### src/rtl/mul_pkg.sv
// -----------------------------------------------------------------------------
// mul_pkg
// Shared types and helpers for the repeated-addition multiplier controller.
//   mul_state_e : controller state encoding (IDLE, LOAD, ACC, DONE)
//   W_DEFAULT   : default operand width
//   iter_limit  : watchdog limit on ACC iterations (MAX_ITER==0 -> 2**W)
// -----------------------------------------------------------------------------
package mul_pkg;

   typedef enum logic [1:0] {
      IDLE = 2'd0,
      LOAD = 2'd1,
      ACC  = 2'd2,
      DONE = 2'd3
   } mul_state_e;

   localparam int W_DEFAULT = 2;

   // A correct datapath never needs more than 2**W-1 accumulations, so a
   // limit of 2**W can only be reached when zero_in is stuck low.
   function automatic int iter_limit(input int w, input int max_iter);
      return (max_iter == 0) ? (1 << w) : max_iter;
   endfunction

endpackage

### src/rtl/mul_iter_cnt.sv
// -----------------------------------------------------------------------------
// mul_iter_cnt
// Watchdog iteration counter: cleared on accepted start, counts accumulate
// cycles, flags when the limit is reached and then holds.
// Ports:
//   clk, rst_n : clock, asynchronous active-low reset
//   i_clr      : synchronous clear (wins over i_en)
//   i_en       : count one iteration
//   o_hit      : counter has reached LIMIT
// -----------------------------------------------------------------------------
module mul_iter_cnt #(
   parameter int LIMIT = 4,
   parameter int CW    = $clog2(LIMIT) + 1
) (
   input  logic clk,
   input  logic rst_n,
   input  logic i_clr,
   input  logic i_en,
   output logic o_hit
);

   localparam logic [CW-1:0] LIMIT_V = CW'(LIMIT);

   logic [CW-1:0] r_cnt;

   always_ff @(posedge clk or negedge rst_n) begin
      if (!rst_n) begin
         r_cnt <= '0;
      end else if (i_clr) begin
         r_cnt <= '0;
      end else if (i_en && !o_hit) begin
         r_cnt <= r_cnt + 1'b1;
      end
   end

   assign o_hit = (r_cnt == LIMIT_V);

endmodule

### src/rtl/mul_seq_ctrl.sv
// -----------------------------------------------------------------------------
// mul_seq_ctrl
// Sequencing FSM for the shift-free repeated-addition multiplier datapath.
// Accepts an operand pair, drives the datapath strobes, waits for the B
// counter to reach zero and holds the result valid until it is accepted.
// Ports:
//   clk, rst_n               : clock, asynchronous active-low reset
//   start_valid/start_ready  : operand handshake (ready only in IDLE)
//   op_b                     : multiplier operand, sampled for B==0 early exit
//   abort                    : ends LOAD/ACC early with the partial product
//   zero_in                  : datapath flag, B counter == 0
//   ld_a, ld_b, clr_f        : datapath load/clear strobes (transfer cycle)
//   dec_b                    : datapath B -= 1 and F += A
//   busy                     : not in IDLE
//   res_valid/res_ready      : result handshake
//   err                      : sticky watchdog error, cleared on next start
//   o_dbg_state              : current FSM state
// Handshakes: a transfer happens on a rising clk edge where valid and ready
// are both high; valid, once raised, holds with its payload until that edge.
// -----------------------------------------------------------------------------
module mul_seq_ctrl
   import mul_pkg::*;
#(
   parameter int W        = W_DEFAULT,
   parameter int MAX_ITER = 0
) (
   input  logic         clk,
   input  logic         rst_n,
   input  logic         start_valid,
   output logic         start_ready,
   input  logic [W-1:0] op_b,
   input  logic         abort,
   input  logic         zero_in,
   output logic         ld_a,
   output logic         ld_b,
   output logic         clr_f,
   output logic         dec_b,
   output logic         busy,
   output logic         res_valid,
   input  logic         res_ready,
   output logic         err,
   output mul_state_e   o_dbg_state
);

   localparam int LIMIT   = iter_limit(W, MAX_ITER);
   localparam int CW_ITER = $clog2(LIMIT) + 1;

   mul_state_e r_state;
   mul_state_e w_next;
   logic       r_b_zero;
   logic       r_err;
   logic       w_accept;
   logic       w_hit;
   logic       w_wd_trip;

   // rst_n gating keeps the transfer strobes and start_ready low while
   // reset is asserted, even if start_valid is already high.
   assign w_accept = (r_state == IDLE) && start_valid && rst_n;

   // Watchdog fires only when neither zero_in nor abort ended ACC first.
   assign w_wd_trip = (r_state == ACC) && !zero_in && !abort && w_hit;

   mul_iter_cnt #(
      .LIMIT (LIMIT),
      .CW    (CW_ITER)
   ) u_iter_cnt (
      .clk   (clk),
      .rst_n (rst_n),
      .i_clr (w_accept),
      .i_en  (dec_b),
      .o_hit (w_hit)
   );

   // State register
   always_ff @(posedge clk or negedge rst_n) begin
      if (!rst_n) begin
         r_state <= IDLE;
      end else begin
         r_state <= w_next;
      end
   end

   // Next-state logic
   always_comb begin
      w_next = r_state;
      case (r_state)
         IDLE: if (start_valid) w_next = LOAD;
         LOAD: w_next = (abort || r_b_zero) ? DONE : ACC;
         ACC:  if (abort || zero_in || w_hit) w_next = DONE;
         DONE: if (res_ready) w_next = IDLE;
         default: w_next = IDLE;
      endcase
   end

   // Output decode
   always_comb begin
      start_ready = (r_state == IDLE) && rst_n;
      ld_a        = w_accept;
      ld_b        = w_accept;
      clr_f       = w_accept;
      // An aborting or watchdog-tripping cycle must not add another A.
      dec_b       = (r_state == ACC) && !zero_in && !abort && !w_hit;
      busy        = (r_state != IDLE);
      res_valid   = (r_state == DONE);
   end

   // B==0 is captured at transfer so LOAD can skip ACC entirely.
   always_ff @(posedge clk or negedge rst_n) begin
      if (!rst_n) begin
         r_b_zero <= 1'b0;
      end else if (w_accept) begin
         r_b_zero <= (op_b == '0);
      end
   end

   always_ff @(posedge clk or negedge rst_n) begin
      if (!rst_n) begin
         r_err <= 1'b0;
      end else if (w_accept) begin
         r_err <= 1'b0;
      end else if (w_wd_trip) begin
         r_err <= 1'b1;
      end
   end

   assign err         = r_err;
   assign o_dbg_state = r_state;

   a_no_ldb_decb: assert property (@(posedge clk) disable iff (!rst_n) !(ld_b && dec_b));

endmodule

### config.mk
export PLATFORM = sky130hd
export DESIGN_NAME = mul_seq_ctrl
export DESIGN_NICKNAME = d
export VERILOG_FILES = /design/src/rtl/mul_pkg.sv /design/src/rtl/mul_iter_cnt.sv /design/src/rtl/mul_seq_ctrl.sv
export SDC_FILE = /design/constraint.sdc
export NUM_CORES = 1
export LEC_CHECK = 0
export CAP_MARGIN = 20
export CORE_MARGIN = 2
export CORE_UTILIZATION = 35
export CTS_BUF_LIST = sky130_fd_sc_hd__clkbuf_8 sky130_fd_sc_hd__clkbuf_16
export DETAILED_ROUTE_END_ITERATION = 12
export GPL_TIMING_DRIVEN = 0
export PLACE_DENSITY = 0.64
export SYNTH_ARGS = -nofsm -noshare
export SYNTH_HDL_FRONTEND = slang
export SYNTH_HIERARCHICAL = 1
export SYNTH_SLANG_ARGS = --single-unit
### constraint.sdc
create_clock -name clk -period 5.4 [get_ports clk]
set_input_delay 0.54 -clock clk [delete_from_list [all_inputs] [get_ports clk]]
set_output_delay 0.54 -clock clk [all_outputs]
set_load 0.1 [all_outputs]
# Yosys cells after proc, flatten, opt, wreduce, memory -nomap -nowiden
# Cells that the tools add are included.
[classes]
n_addsub = 1
multipliers = 0
n_div = 0
magnitude_cmp = 0
eq_ne = 7
n_shift = 0
mux = 9
bitwise_logic = 0
reduce_logical = 20
[op_table]
columns = ["operator", "count"]
rows = [
  ["logical AND 1 bit", 8],
  ["case mux 2 bit (4 select lines)", 1],
  ["two-way mux 2 bit", 3],
  ["two-way mux 3 bit", 2],
  ["nonzero test 2 bit", 3],
  ["equality test 2 bit, second input constant", 2],
  ["zero test 2 bit", 2],
  ["inequality test 2 bit, second input constant", 2],
  ["adder 3 x 1 -> 3 bit, second input constant", 1],
  ["equality test 3 bit, second input constant", 1],
  ["zero test 1 bit", 3],
  ["logical OR 1 bit", 3],
  ["two-way mux 1 bit", 3],
  ["AND reduction 3 bit", 1],
  ["equality test 2 x 1 -> 1 bit, second input constant", 1],
  ["inequality test 2 x 1 -> 1 bit, second input constant", 1],
]
[word_totals]
reg_bits = 7
latchBits = 0
ram_bits = 0
mem_bits_ro = 0
input_bits = 8
output_inout_bits = 10
memories = 0

# Longest topological paths before layout
[logic_depth]
ltp_word = 7
depth_mapped = 6
mapped_depth_nobuf = 6

# Cells and area by module
# The synthesis kept the hierarchy.
[by_module_without_submodules]
columns = ["module", "instances", "cells_per_inst", "area_each_um2"]
rows = [
  ["mul_seq_ctrl", 1, 30, 320.3],
  ["mul_iter_cnt", 1, 18, 197.7],
]

# Worst setup path after synthesis
# Ideal clock, no wire load.
[synth_path]
path_type = "flip-flop to flip-flop"
startpoint = "reg r_state[1], in the netlist o_dbg_state[1]"
endpoint = "reg u_iter_cnt.r_cnt[0]"
arrival_ns = 3.063
path_slack_ns = 2.211
path_stages_with_launch = 5
path_buffers = 0
period_less_slack_ns = 3.189
cell_sequence = "dfrtp_1 ha_1 nor4b_4 a21boi_2 mux2_4"
[synth_via]
elab_chain_len = 6
word_cells_on_any_way = 10
[synth_rtl]
columns = ["item", "line", "rtl"]
rows = [
  ["from (decl)", "mul_seq_ctrl.sv:48", "mul_state_e r_state;"],
  ["from (signal assigned)", "mul_seq_ctrl.sv:79", "r_state <= w_next;"],
  ["equality test 2 bit", "mul_seq_ctrl.sv:102", "dec_b = (r_state == ACC) && !zero_in && !abort && !w_hit;"],
  ["logical AND 1 bit (3 in a row)", "mul_seq_ctrl.sv:102", ""],
  ["net dec_b", "mul_seq_ctrl.sv:37", "output logic dec_b,"],
  ["logical AND 1 bit", "mul_iter_cnt.sv:31", "end else if (i_en && !o_hit) begin"],
  ["nonzero test 2 bit (no source line)", "-", ""],
  ["to (signal assigned)", "mul_iter_cnt.sv:32", "r_cnt <= r_cnt + 1'b1;"],
  ["to (decl)", "mul_iter_cnt.sv:24", "logic [CW-1:0] r_cnt;"],
]
# The timed path passes the listed nets, and every way through them passes these cells.
# A chain may end at the register's enable or synchronous reset.

# Final worst setup path
[layout_path]
startpoint = "in rst_n"
endpoint = "out ld_a"
[layout_via]
elab_chain_len = 1
[layout_rtl]
columns = ["item", "line", "rtl"]
rows = [
  ["from (decl)", "mul_seq_ctrl.sv:28", "input logic rst_n,"],
  ["logical AND 1 bit", "mul_seq_ctrl.sv:58", "assign w_accept = (r_state == IDLE) && start_valid && rst_n;"],
  ["to (decl)", "mul_seq_ctrl.sv:34", "output logic ld_a,"],
]
# Every way passes these cells.

==> results.md <==
* Relative slew slack at 35.3%
* Area Overhead vs Synth at 45.2%
* Total die area at 1800 um^2
* Setup violations, final at 0
* I/O Buffers at 17
* Share of layout cells above drive strength 1 at 17.4%
* CTS Buffer Depth at 2
* Total number of vias at 404
* #FFs+latches synth at 7
* Final Hold Fails at 0
* Tcrit/Tclk final at 65.2%
* Root buffer cell: clkbuf_8
* Status: complete, no violations
* Initial Utilization at about two fifths
* CP startpoint kind: input port
* CTS sink count at 7
* Final Non-Filler Cells at 84
* CTS hold repair buffers at 0
* First-pass GRT wire length at 1.86 mm
* Drt initial violations at 9
* Tightest Pin Transition at between 0.9 and 1 ns
* Crit Path Max Fanout at 9
* Setup CP Type: in -> out
* Resize count post-CTS at 0
* Maximum number of pins on one net before global-route repair at 10
* Finished Core Util at 56.4%
* Post-synthesis async set-or-reset flop share at 100%
* Avg Cell Area, Syn at 10.8 um^2
* Pins Over Slew Limit at 0
* Die width at 42.5 um
* Diodes inserted at 0
* Drt pass-1 iters at 4
* Detail Route Antenna Nets at 0
* Clock Pin Slew Worst Setup and Hold Paths at around 0.04 ns
* Via density at 4.81
* Syn_nets at 63
* Synth cell types at 22
* Clock insertion delay at the later pin of the skew report at about 0.23 ns
* Antenna violations before repair at 0
* Placed cells at 80
* Routed wire per std cell at around 12 um
* Placer Congestion at around 0.73
* Synth warn at 6
* Hold Slack at 0.479 ns
* Synthesized area at just over 500 um^2
* Max Clock Freq at 284 MHz
* Critical Path AT at 2.98 ns
* Die height at 42.5 um
* Post-Route WL at 978 um
* Sum of negative setup slack at 0 ns
* Fin crit period at 3.52 ns
* Synth area leader: dfrtp_1
* Residual DRC at 0
* CP endpoint kind: output port
* Synth top area cells: dfrtp_1 (34%), ha_1 (17%), inv_1 (5.8%), mux2_4 (5.8%), nor4b_4 (4.6%)
* Setup bufs post-CTS at 0
* Detailed placer's ending HPWL at 766 um
* Top Ports at 18
* Max-cap violations at 0
* Core ar. at 1330 um^2
* Syn Inst Count at between 40 and 50
* Predominant post-synthesis flop cell: dfrtp_1
* Gr ovfl total at 0
* Total track usage at 14.3%
* EDFF count, synth at 0
* Inserted Clock Buffers at 3
* Final clock skew at approximately 0.0019 ns
* FP Rows at 13
* RSZ-0062 raised after global routing: no
* HP Class: reg -> reg
* Seq/Total Area, Yosys at between 30% and 40%
* Worst EP required at 4.86 ns
* CTS tree: yes
* Fin nets at 85
* Vias in the first global route at 420
* Yosys top cell area share at 33.8%
* H-tree Lvls at 1
## worst paths after layout
check	slack [ns]	from	depth (start not counted)	to
setup / recovery	1.88	rst_n	5	ld_a
hold / removal	0.48	r_b_zero	2	r_b_zero
setup reg to reg	3.45	u_iter_cnt/r_cnt[0]	6	u_iter_cnt/r_cnt[0]
hold reg to reg	0.48	r_b_zero	2	r_b_zero
max in group asynchronous	4.52	rst_n	1	r_b_zero
min in group asynchronous	0.60	rst_n	1	u_iter_cnt/r_cnt[0]
## critical path: stages
cell and delay (ns):
clkdlybuf4s50_1 0.70, nand3_1 0.20, inv_1 0.26, buf_4 0.16, clkdlybuf4s50_1 1.12
## placed cells by master (no fill, tap or decap)
| master | synthesis | layout |
|---|---|---|
| a211oi_1 | 1 | 1 |
| a21boi_2 | 1 | 1 |
| a21oi_1 | 2 | 2 |
| a221oi_2 | 1 | 1 |
| and2_1 | 2 | 2 |
| and4b_1 | 1 | 1 |
| buf_4 | 2 | 2 |
| clkbuf_8 | 0 | 3 |
| clkdlybuf4s50_1 | 0 | 17 |
| dfrtp_1 | 7 | 7 |
| ha_1 | 7 | 7 |
| inv_1 | 8 | 9 |
| mux2_4 | 2 | 2 |
| mux2i_1 | 2 | 2 |
| nand2_1 | 1 | 1 |
| nand2b_1 | 2 | 2 |
| nand3_1 | 1 | 1 |
| nor2_1 | 2 | 2 |
| nor2b_1 | 1 | 1 |
| nor3_2 | 1 | 1 |
| nor3b_1 | 1 | 1 |
| nor4b_4 | 1 | 1 |
| o211a_2 | 1 | 1 |
| o31ai_1 | 1 | 1 |
## flip-flops by register name (all words and copies together), names as in the netlist
| signal | cells |
|---|---|
| o_dbg_state | 2 |
| u_iter_cnt/r_cnt | 3 |
| err | 1 |
| r_b_zero | 1 |
## cells in the mapped netlist (2+ instances only)
| cell type | count |
|---|---|
| nor2_1 | 2 |
| nand2b_1 | 2 |
| inv_1 | 8 |
| and2_1 | 2 |
| dfrtp_1 | 7 |
| mux2i_1 | 2 |
| ha_1 | 7 |
| buf_4 | 2 |
| mux2_4 | 2 |
| a21oi_1 | 2 |
## per-layer routing
metal | part of all wire, % | track usage, % | wire, um | vias to the layer above
met5 | 0 | 0 | 0 | -
met4 | 2.1 | 7.50 | 21 | 0
met3 | 4.4 | 6.47 | 43 | 4
met2 | 44 | 19.4 | 434 | 8
met1 | 49 | 18.6 | 478 | 191
li1 | - | - | - | 201
## stage by stage
step / area, um^2 / setup slack, ns
final: 752 / 1.88
after global placement: 707 / 1.84
after detailed placement: 707 / 1.83
after global routing: 752 / 1.70
after floorplan: 518 / 2.21
after CTS: 752 / 1.84
## layout make-up
class,count,area (um^2)
plain buffers,2,15.0
inverters,8,30.0
fillers,139,582
flip-flops and latches,7,175
well taps,15,18.8
clock inverters,1,3.75
clock buffers,3,41.3
multi-input cells,31,298
repair buffers,17,170
## cell families after synthesis
group	synth area share, %
compound gates	11.8
simple gates	19.1
mux	9.66
fa+ha+maj	16.9
flops	33.8
buf+inv	8.70
Power is left out: the tool's default activity adds up to more than one toggle a clock period on the data nets, which glitch-free logic cannot reach.
